[config.mk]
export PLATFORM = sky130hd
export DESIGN_NAME = psum_drain_flat
export DESIGN_NICKNAME = d
export VERILOG_FILES = /design/src/rtl/psum_drain_if.sv /design/src/rtl/psum_drain.sv /design/src/flat_wrapper.sv
export SDC_FILE = /design/constraint.sdc
export NUM_CORES = 2
export LEC_CHECK = 0
export CAP_MARGIN = 20
export CORE_MARGIN = 8
export CORE_UTILIZATION = 62
export DETAILED_ROUTE_END_ITERATION = 8
export DONT_BUFFER_PORTS = 1
export PLACE_DENSITY = 0.86
export SYNTH_ARGS = -nofsm -noshare
export SYNTH_HDL_FRONTEND = slang
export SYNTH_SLANG_ARGS = --single-unit
[constraint.sdc]
create_clock -name clk -period 13.4 [get_ports clk]
set_input_delay 2.68 -clock clk [delete_from_list [all_inputs] [get_ports clk]]
set_output_delay 2.68 -clock clk [all_outputs]
set_load 0.005 [all_outputs]
[src/rtl/psum_drain_if.sv]
// Handshake and data bundle between the systolic array bottom row, the
// partial-sum drain, and the output buffer writer.
interface psum_drain_if #(
    parameter int COLS   = 4,
    parameter int PSUM_W = 32,
    parameter int CNT_W  = 16
);
    logic                   in_start;
    logic [CNT_W-1:0]       in_num_vec;
    logic [COLS*PSUM_W-1:0] in_psum;
    logic                   out_valid;
    logic                   out_ready;
    logic [COLS*PSUM_W-1:0] out_data;
    logic                   out_last;
    logic                   busy;
    logic                   done;
    logic                   ovf_err;

    modport slave (
        input  in_start, in_num_vec, in_psum, out_ready,
        output out_valid, out_data, out_last, busy, done, ovf_err
    );

    modport master (
        output in_start, in_num_vec, in_psum, out_ready,
        input  out_valid, out_data, out_last, busy, done, ovf_err
    );
endinterface

[src/rtl/psum_drain.sv]
// Deskews per-column partial sums leaving the array into aligned row vectors,
// buffers them in a FIFO and hands them out over valid/ready.
module psum_drain #(
    parameter int COLS       = 4,
    parameter int PSUM_W     = 32,
    parameter int COL_SKEW   = 4,
    parameter int FIFO_DEPTH = 8,
    parameter int CNT_W      = 16
) (
    input  logic         clk,
    input  logic         rst,
    psum_drain_if.slave  bus
);
    localparam int TOTAL = (COLS - 1) * COL_SKEW;
    localparam int AW    = $clog2(FIFO_DEPTH);
    localparam int W     = COLS * PSUM_W;

    typedef enum logic [1:0] {IDLE, DRAIN, FLUSH} state_t;

    state_t           state_q;
    logic [CNT_W-1:0] wait_q;
    logic [CNT_W-1:0] rem_q;
    logic             done_q;
    logic             ovf_q;
    logic [AW-1:0]    wr_ptr_q;
    logic [AW-1:0]    rd_ptr_q;
    logic [AW:0]      cnt_q;
    logic [W-1:0]     mem_q  [FIFO_DEPTH];
    logic             last_q [FIFO_DEPTH];

    logic [W-1:0]  aligned_d;
    logic          push_d, push_last_d, pop_d, wr_en_d, drop_d, full_d, empty_d;
    logic [AW-1:0] newest_d;

    // Column c waits (COLS-1-c)*COL_SKEW cycles so every column lines up with the last one.
    for (genvar c = 0; c < COLS; c++) begin : g_col
        localparam int D = (COLS - 1 - c) * COL_SKEW;
        if (D == 0) begin : g_pass
            assign aligned_d[c*PSUM_W +: PSUM_W] = bus.in_psum[c*PSUM_W +: PSUM_W];
        end else begin : g_dly
            logic [PSUM_W-1:0] dl_q [D];
            always_ff @(posedge clk or negedge rst) begin
                if (!rst) begin
                    for (int i = 0; i < D; i++) dl_q[i] <= '0;
                end else begin
                    dl_q[0] <= bus.in_psum[c*PSUM_W +: PSUM_W];
                    for (int i = 1; i < D; i++) dl_q[i] <= dl_q[i-1];
                end
            end
            assign aligned_d[c*PSUM_W +: PSUM_W] = dl_q[D-1];
        end
    end

    assign empty_d     = (cnt_q == '0);
    assign full_d      = (cnt_q == (AW+1)'(FIFO_DEPTH));
    assign pop_d       = !empty_d && bus.out_ready;
    assign push_d      = (state_q == DRAIN) && (wait_q == '0);
    assign push_last_d = push_d && (rem_q == CNT_W'(1));
    assign wr_en_d     = push_d && (!full_d || pop_d);
    assign drop_d      = push_d && full_d && !pop_d;
    assign newest_d    = wr_ptr_q - AW'(1);

    // The wait count is one short of TOTAL because the IDLE->DRAIN cycle is itself one skew step.
    always_ff @(posedge clk or negedge rst) begin
        if (!rst) begin
            state_q  <= IDLE;
            wait_q   <= '0;
            rem_q    <= '0;
            done_q   <= 1'b0;
            ovf_q    <= 1'b0;
            wr_ptr_q <= '0;
            rd_ptr_q <= '0;
            cnt_q    <= '0;
            for (int i = 0; i < FIFO_DEPTH; i++) last_q[i] <= 1'b0;
        end else begin
            done_q <= 1'b0;
            case (state_q)
                IDLE: if (bus.in_start) begin
                    if (bus.in_num_vec == '0) begin
                        done_q <= 1'b1;
                    end else begin
                        rem_q   <= bus.in_num_vec;
                        wait_q  <= CNT_W'(TOTAL - 1);
                        ovf_q   <= 1'b0;
                        state_q <= DRAIN;
                    end
                end
                DRAIN: begin
                    if (wait_q != '0) begin
                        wait_q <= wait_q - CNT_W'(1);
                    end else begin
                        rem_q <= rem_q - CNT_W'(1);
                        if (rem_q == CNT_W'(1)) state_q <= FLUSH;
                    end
                end
                FLUSH: if (pop_d && last_q[rd_ptr_q]) begin
                    done_q  <= 1'b1;
                    state_q <= IDLE;
                end
                default: state_q <= IDLE;
            endcase

            if (wr_en_d) begin
                last_q[wr_ptr_q] <= push_last_d;
                wr_ptr_q         <= wr_ptr_q + AW'(1);
            end
            // A dropped final vector moves its tag onto the newest stored entry so FLUSH ends.
            if (drop_d) begin
                ovf_q <= 1'b1;
                if (push_last_d) last_q[newest_d] <= 1'b1;
            end
            if (pop_d) rd_ptr_q <= rd_ptr_q + AW'(1);
            if (wr_en_d && !pop_d)      cnt_q <= cnt_q + (AW+1)'(1);
            else if (!wr_en_d && pop_d) cnt_q <= cnt_q - (AW+1)'(1);
        end
    end

    always_ff @(posedge clk) begin
        if (wr_en_d) mem_q[wr_ptr_q] <= aligned_d;
    end

    assign bus.out_valid = !empty_d;
    assign bus.out_data  = empty_d ? '0 : mem_q[rd_ptr_q];
    assign bus.out_last  = !empty_d && last_q[rd_ptr_q];
    assign bus.busy      = (state_q != IDLE);
    assign bus.done      = done_q;
    assign bus.ovf_err   = ovf_q;
endmodule
[src/flat_wrapper.sv]
// flat-port wrapper written by rule: the top's interface ports become plain ports
module psum_drain_flat 
#(
    parameter int COLS       = 4,
    parameter int PSUM_W     = 32,
    parameter int COL_SKEW   = 4,
    parameter int FIFO_DEPTH = 8,
    parameter int CNT_W      = 16
)
  (clk, rst, bus_in_start, bus_in_num_vec, bus_in_psum, bus_out_ready, bus_out_valid, bus_out_data, bus_out_last, bus_busy, bus_done, bus_ovf_err);
  psum_drain_if #(.COLS(COLS), .PSUM_W(PSUM_W), .CNT_W(CNT_W)) bus_i ();
  input  logic clk;
  input  logic rst;
  input wire logic [$bits(bus_i.in_start)-1:0] bus_in_start;
  input wire logic [$bits(bus_i.in_num_vec)-1:0] bus_in_num_vec;
  input wire logic [$bits(bus_i.in_psum)-1:0] bus_in_psum;
  input wire logic [$bits(bus_i.out_ready)-1:0] bus_out_ready;
  output wire logic [$bits(bus_i.out_valid)-1:0] bus_out_valid;
  output wire logic [$bits(bus_i.out_data)-1:0] bus_out_data;
  output wire logic [$bits(bus_i.out_last)-1:0] bus_out_last;
  output wire logic [$bits(bus_i.busy)-1:0] bus_busy;
  output wire logic [$bits(bus_i.done)-1:0] bus_done;
  output wire logic [$bits(bus_i.ovf_err)-1:0] bus_ovf_err;
  assign bus_i.in_start = bus_in_start;
  assign bus_i.in_num_vec = bus_in_num_vec;
  assign bus_i.in_psum = bus_in_psum;
  assign bus_i.out_ready = bus_out_ready;
  assign bus_out_valid = bus_i.out_valid;
  assign bus_out_data = bus_i.out_data;
  assign bus_out_last = bus_i.out_last;
  assign bus_busy = bus_i.busy;
  assign bus_done = bus_i.done;
  assign bus_ovf_err = bus_i.ovf_err;
  psum_drain #(.COLS(COLS), .PSUM_W(PSUM_W), .COL_SKEW(COL_SKEW), .FIFO_DEPTH(FIFO_DEPTH), .CNT_W(CNT_W)) u_core (.clk(clk), .rst(rst), .bus(bus_i));
endmodule
Yosys cells after proc, flatten, opt, wreduce, memory -nomap -nowiden
Memory sizes are Yosys's and may differ from the RTL's.
Index checks and enable logic that the tools add are counted.
- $add $sub $neg: 7
- magnitude comparators: 5
- equality and inequality tests: 11
- multiplexer cells: 38
- bitwise operators: 4
- reductions and logical operators: 31
- operators by type and width (kind ; number):
    $mux 128 ; 1
    $mux 16 ; 6
    $pmux 16 s2 ; 2
    $logic_not 16->1 ; 2
    $sub 16x1->16 const B ; 2
    $mux 8 ; 3
    $eq 16x1->1 const B ; 1
    $reduce_bool 16->1 ; 1
    $mux 1 ; 13
    $ge 4x4->1 const B ; 3
    $logic_and 1x1->1 ; 12
    $not 3->4 ; 3
    $mux 2 ; 5
    $ne 2x2->1 const B ; 5
    $reduce_bool 2->1 ; 5
    $bwmux 8 ; 1
    $lt 4x1->1 const B ; 2
    $mux 4 ; 2
    $or 8x8->8 ; 1
    $reduce_and 4->1 ; 2
    $add 3x1->3 const B ; 2
    $demux 1 s3 ; 2
    $pmux 2 s3 ; 1
    $reduce_and 5->1 ; 1
    14 further kinds ; 18
- bits in registers: 822
- bits in writable memories: 1024
- input port bits: 148
- memories: 1
- memories (memory ; depth ; bits a word ; read ports ; clocked after Yosys merged registers in ; wr ports ; line ; source):
    u_core.mem_q ; 8 ; 128 ; 1 ; 0 ; 1 ; psum_drain.sv:28 ; logic [W-1:0] mem_q [FIFO_DEPTH];

Logic depth before layout (Yosys ltp)
- depth in word-level cells: 10
- mapped depth: 13
- gate-level depth less buffers: 13

Least setup slack after synthesis
No wires, ideal clock.
- path type: input -> register
- from: input bus_out_ready
- to: register u_core.last_q[1] (netlist name)
- setup time: 0.137 ns
- arrival: 12.576 ns
- required time: 13.263 ns
- slack: 0.687 ns
- stages: 5
- path buffers: 0
- path through: nand2b_1 -> o211ai_1 -> nor3_1 -> mux2i_1 -> o21ai_1
- longest elaborated chain between the ends: 7
- elaborated cells between the ends (all ways): 9
- RTL lines (what ; line ; source):
    start: declaration ; flat_wrapper.sv:17 ; input wire logic [$bits(bus_i.out_ready)-1:0] bus_out_ready;
    $logic_and 1x1->1 (*) ; psum_drain.sv:56 ; assign pop_d = !empty_d && bus.out_ready;
    $logic_or 1x1->1 ; psum_drain.sv:59 ; assign wr_en_d = push_d && (!full_d || pop_d);
    $logic_and 1x1->1 ; psum_drain.sv:59 ;
    $mux 8 ; psum_drain.sv:103 ; if (wr_en_d) begin
    $or 8x8->8 (no line) ; -- ;
    $mux 8 ; psum_drain.sv:110 ; if (push_last_d) last_q[newest_d] <= 1'b1;
    $mux 8 (*) ; psum_drain.sv:108 ; if (drop_d) begin
    end signal: indexed assignment ; psum_drain.sv:104 ; last_q[wr_ptr_q] <= push_last_d;
    end: declaration ; psum_drain.sv:29 ; logic last_q [FIFO_DEPTH];
Every way passes the cells marked *; elsewhere a longest branch is shown, timed or not.
A chain may end at the register's enable or synchronous reset.

Worst setup path in the final report
- from: register u_core.rd_ptr_q[0]
- to: output bus_out_data[118]
- longest elaborated chain between the ends: 2
- RTL lines (what ; line ; source):
    start: declaration ; psum_drain.sv:26 ; logic [AW-1:0] rd_ptr_q;
    start signal: assignment ; psum_drain.sv:112 ; if (pop_d) rd_ptr_q <= rd_ptr_q + AW'(1);
    $mem_v2 8x128 ; -- ;
    $mux 128 ; psum_drain.sv:123 ; assign bus.out_data = empty_d ? '0 : mem_q[rd_ptr_q];
    end: declaration ; flat_wrapper.sv:19 ; output wire logic [$bits(bus_i.out_data)-1:0] bus_out_data;
No other way between the ends.

==> out/qor.yml <==
routing:
  drc: 0
  firstDrtPassIters: 5
  drt_iter0_drc: 2665
  wl_per_cell_um: 28.6
  vias: 26500
  viasPerCell: 6.17
  drt-total-wl_um: 123000
  ant_nets: 0
timing:
  rsz0062_at_grt: "no"
  max_clock_freq_ghz: 0.153
  slew_viol_final: 641
  fin_skew_ns: 0.0297
  finalHoldViolCount: 0
  slew_headroom: -1.48
  setup_viol: 0
  post-route-min-period_ns: 6.54
  max_slew.worst_pin.slew_ns: 3.72
  setup_slack_ns: 6.86
  finalSetupTns_ns: 0
  fin_crit_sh: 0.488
logic_synthesis:
  synth_cells: 2743
  ys_types: 55
  syn_area_per_cell_um2: 22.3
  synth-edff-count: 1024
  synth_seq_area_share: 0.839
  synth-seq-cells: 1846
  synth_top_flop_cell: "edfxtp_1"
  ys_warn_count: 0
  synthArstFlopShare: 0.445
  synth_nets: 2902
  synth_area_um2: 61200
setup_path:
  cp-startpoint: "u_core.rd_ptr_q[0]$_DFFE_PN0N_"
  reg2reg_depth: 7
  crit_path_end_kind: "primary output"
  crit_path_start_kind: "flip-flop"
  r2r-end: "u_core.mem_q[2][82]$_DFFE_PP_"
  worstReg2RegStart: "u_core.wait_q[0]$_DFFE_PN0P_"
  crit_type: "reg -> out"
  worstPathRequired_ns: 10.72
  cp_max_fo: 48
  regToRegSetupSlack_ns: 9.20
  crit_path_end: "bus_out_data[118]"
  critical_path_arrival_ns: 3.86
clock_network:
  htree_levels: 4
  cts_resized: 0
  cts_setup_buffers: 0
  clkSinkCount: 1846
  cts.path.max_buffers: 3
  clk_pin_slew_ns: 0.06
  root_buffer: "clkbuf_16"
  cts-buffers-inserted: 173
  clock_latency_ns: 0.76
  tritoncts: "yes"
  hold_buffers: 0
floorplanning:
  start_util: 0.623
  rows: 115
  fp.dieW_um: 330
  die_area_um2: 109000
  dieHeight_um: 330
  fp.coreArea_um2: 98100
  ioPinCount: 281
run:
  max_cap_viol_count: 0
final_layout:
  multi_input_area_um2: 9440
  drive_gt1_frac: 0.188
  n_fill_cell: 5509
  ff_latch_area_um2: 51300
  areaGrowthSynthToFinish_pct: 12.1
  final_nets: 3009
  stdcell_count: 4288
placement:
  dpl.cell_count: 3958
  dp_slack_ns: 6.41
  place_hpwl_um: 59800
  port-buffer-count: 0
  gp_congestion: 0.777
status:
  violations: "slew limit"
  status: "finished with violations"
global_routing:
  grt_start_max_net_pins: 823
  grt_use_total: 0.229
  antenna_found_initial: 7
  grt-ovfl-total: 0
  grt_pass1_vias: 28800
  grt_pass1_wl_um: 182000
pwr:
  power.leakage_nw: 25.1
  power.total_mw: 13.7
  power.density_nw_per_um2: 200
  max-vdd-ir-drop_mv: 0.198
min_path:
  hp-class: "reg -> reg"
## area by class of cell
class / instances / share of cell area
Tap cell: 1287 / 0.0235
Clock buffer: 248 / 0.0725
Antenna cell: 3 / 0.000109
Clock inverter: 75 / 0.0107
Multi-Input combinational cell: 785 / 0.138
Timing Repair Buffer: 32 / 0.00624
Inverter: 12 / 0.000657
Sequential cell: 1846 / 0.749
## per-stage QoR
| stage | instance area (um2) | hold WS [ns] | util |
|---|---|---|---|
| after detailed placement | 62700 | 0.335 | 0.639 |
| after floorplan | 61200 | 0.331 | - |
| after global routing | 68600 | 0.349 | 0.699 |
| after CTS | 68400 | 0.334 | 0.698 |
| after global placement | 62700 | 0.331 | 0.639 |
| final | 68600 | 0.329 | 0.699 |
## cell families (layout without fill, tap and decap cells)
logic type                 count (synthesis)  in the layout  share of synthesized area
AOI/OAI and AO/OA                         82             82                    0.00861
muxes                                    399            399                      0.118
buffers and inverters                    112            367                    0.00741
xor gates and xnor gates                  19             19                    0.00272
and+or+nand+nor                          274            274                     0.0219
adders and majority gates                 11             11                    0.00237
DFF                                     1846           1846                      0.839
other                                      0              3                          0
## report_power, final
group | switching (mW) | total [mW] | leakage, nW | internal (mW)
clock | 2.07 | 4.84 | 2.79 | 2.77
sequential | 0.251 | 6.45 | 18.8 | 6.20
combinational | 1.31 | 2.39 | 3.46 | 1.07
## registers in the layout, indices dropped and copies added (netlist names)
signal	count
u_core.bus.ovf_err	1
u_core.rem_q	16
u_core.cnt_q	4
u_core.state_q	2
u_core.wait_q	16
u_core.wr_ptr_q	3
u_core.last_q	8
u_core.aligned_d	96
u_core.g_col.g_dly.dl_q	672
u_core.rd_ptr_q	3
u_core.mem_q	1024
u_core.bus.done	1
## layer usage
metal | vias up | GRT usage | wire (um)
met1 | 14100 | 0.284 | 45100
met4 | 2 | 0.0986 | 5090
met5 | - | 0 | 13
met3 | 298 | 0.0528 | 8420
li1 | 10800 | - | -
met2 | 1275 | 0.389 | 64000
## worst min path at each step
stage | start | to | slack, ns | depth (start not counted)
2_1_floorplan | u_core.g_col[0].g_dly.dl_q[32]$_DFF_PN0_ | u_core.aligned_d[0]$_DFF_PN0_ | 0.33 | 0
3_3_place_gp | u_core.g_col[2].g_dly.dl_q[54]$_DFF_PN0_ | u_core.aligned_d[86]$_DFF_PN0_ | 0.33 | 0
3_5_place_dp | u_core.g_col[0].g_dly.dl_q[62]$_DFF_PN0_ | u_core.aligned_d[30]$_DFF_PN0_ | 0.33 | 0
4_1_cts | u_core.g_col[1].g_dly.dl_q[85]$_DFF_PN0_ | u_core.g_col[1].g_dly.dl_q[53]$_DFF_PN0_ | 0.33 | 0
5_1_grt | u_core.g_col[0].g_dly.dl_q[240]$_DFF_PN0_ | u_core.g_col[0].g_dly.dl_q[208]$_DFF_PN0_ | 0.35 | 0
6_report | u_core.g_col[1].g_dly.dl_q[85]$_DFF_PN0_ | u_core.g_col[1].g_dly.dl_q[53]$_DFF_PN0_ | 0.33 | 0
## Yosys cell counts, types with 8 or more instances
master / instances / share of area
edfxtp_1: 1024 / 0.50
dfrtp_1: 822 / 0.34
mux4_2: 256 / 0.094
nor2_1: 158 / 0.0097
mux2i_1: 138 / 0.023
clkbuf_1: 48 / 0.0029
buf_1: 26 / 0.0016
buf_2: 26 / 0.0021
a21oi_1: 19 / 0.0016
nand3_1: 17 / 0.0014
o21ai_1: 16 / 0.0013
nand2_1: 15 / 0.00092
nor3_1: 15 / 0.0012
nor4_1: 14 / 0.0014
inv_1: 12 / 0.00074
o2bb2ai_1: 11 / 0.0016
xor2_1: 11 / 0.0016
ha_1: 10 / 0.0020
nand2b_1: 8 / 0.00082
o22ai_1: 8 / 0.00082
xnor2_1: 8 / 0.0011
## cell usage in the layout (no fill, tap or decap), types with 15 or more instances in the layout
cell	count
nand2_1	15
nand3_1	17
mux2i_1	138
clkbuf_1	46
dfrtp_1	819
clkbuf_8	23
o21ai_1	16
edfxtp_1	1024
a21oi_1	19
clkbuf_16	179
mux4_2	256
clkinv_2	24
clkinv_1	20
buf_4	20
nor2_1	157
## worst max-delay path: stages, from the launching register on
cell	delay, ns
dfrtp_4	0.65
buf_16	0.33
buf_4	0.46
buf_4	0.28
buf_16	0.33
mux4_2	0.56
mux2i_1	0.27
nor2_1	0.11
Note: power is estimated with default switching activity, not from simulation.
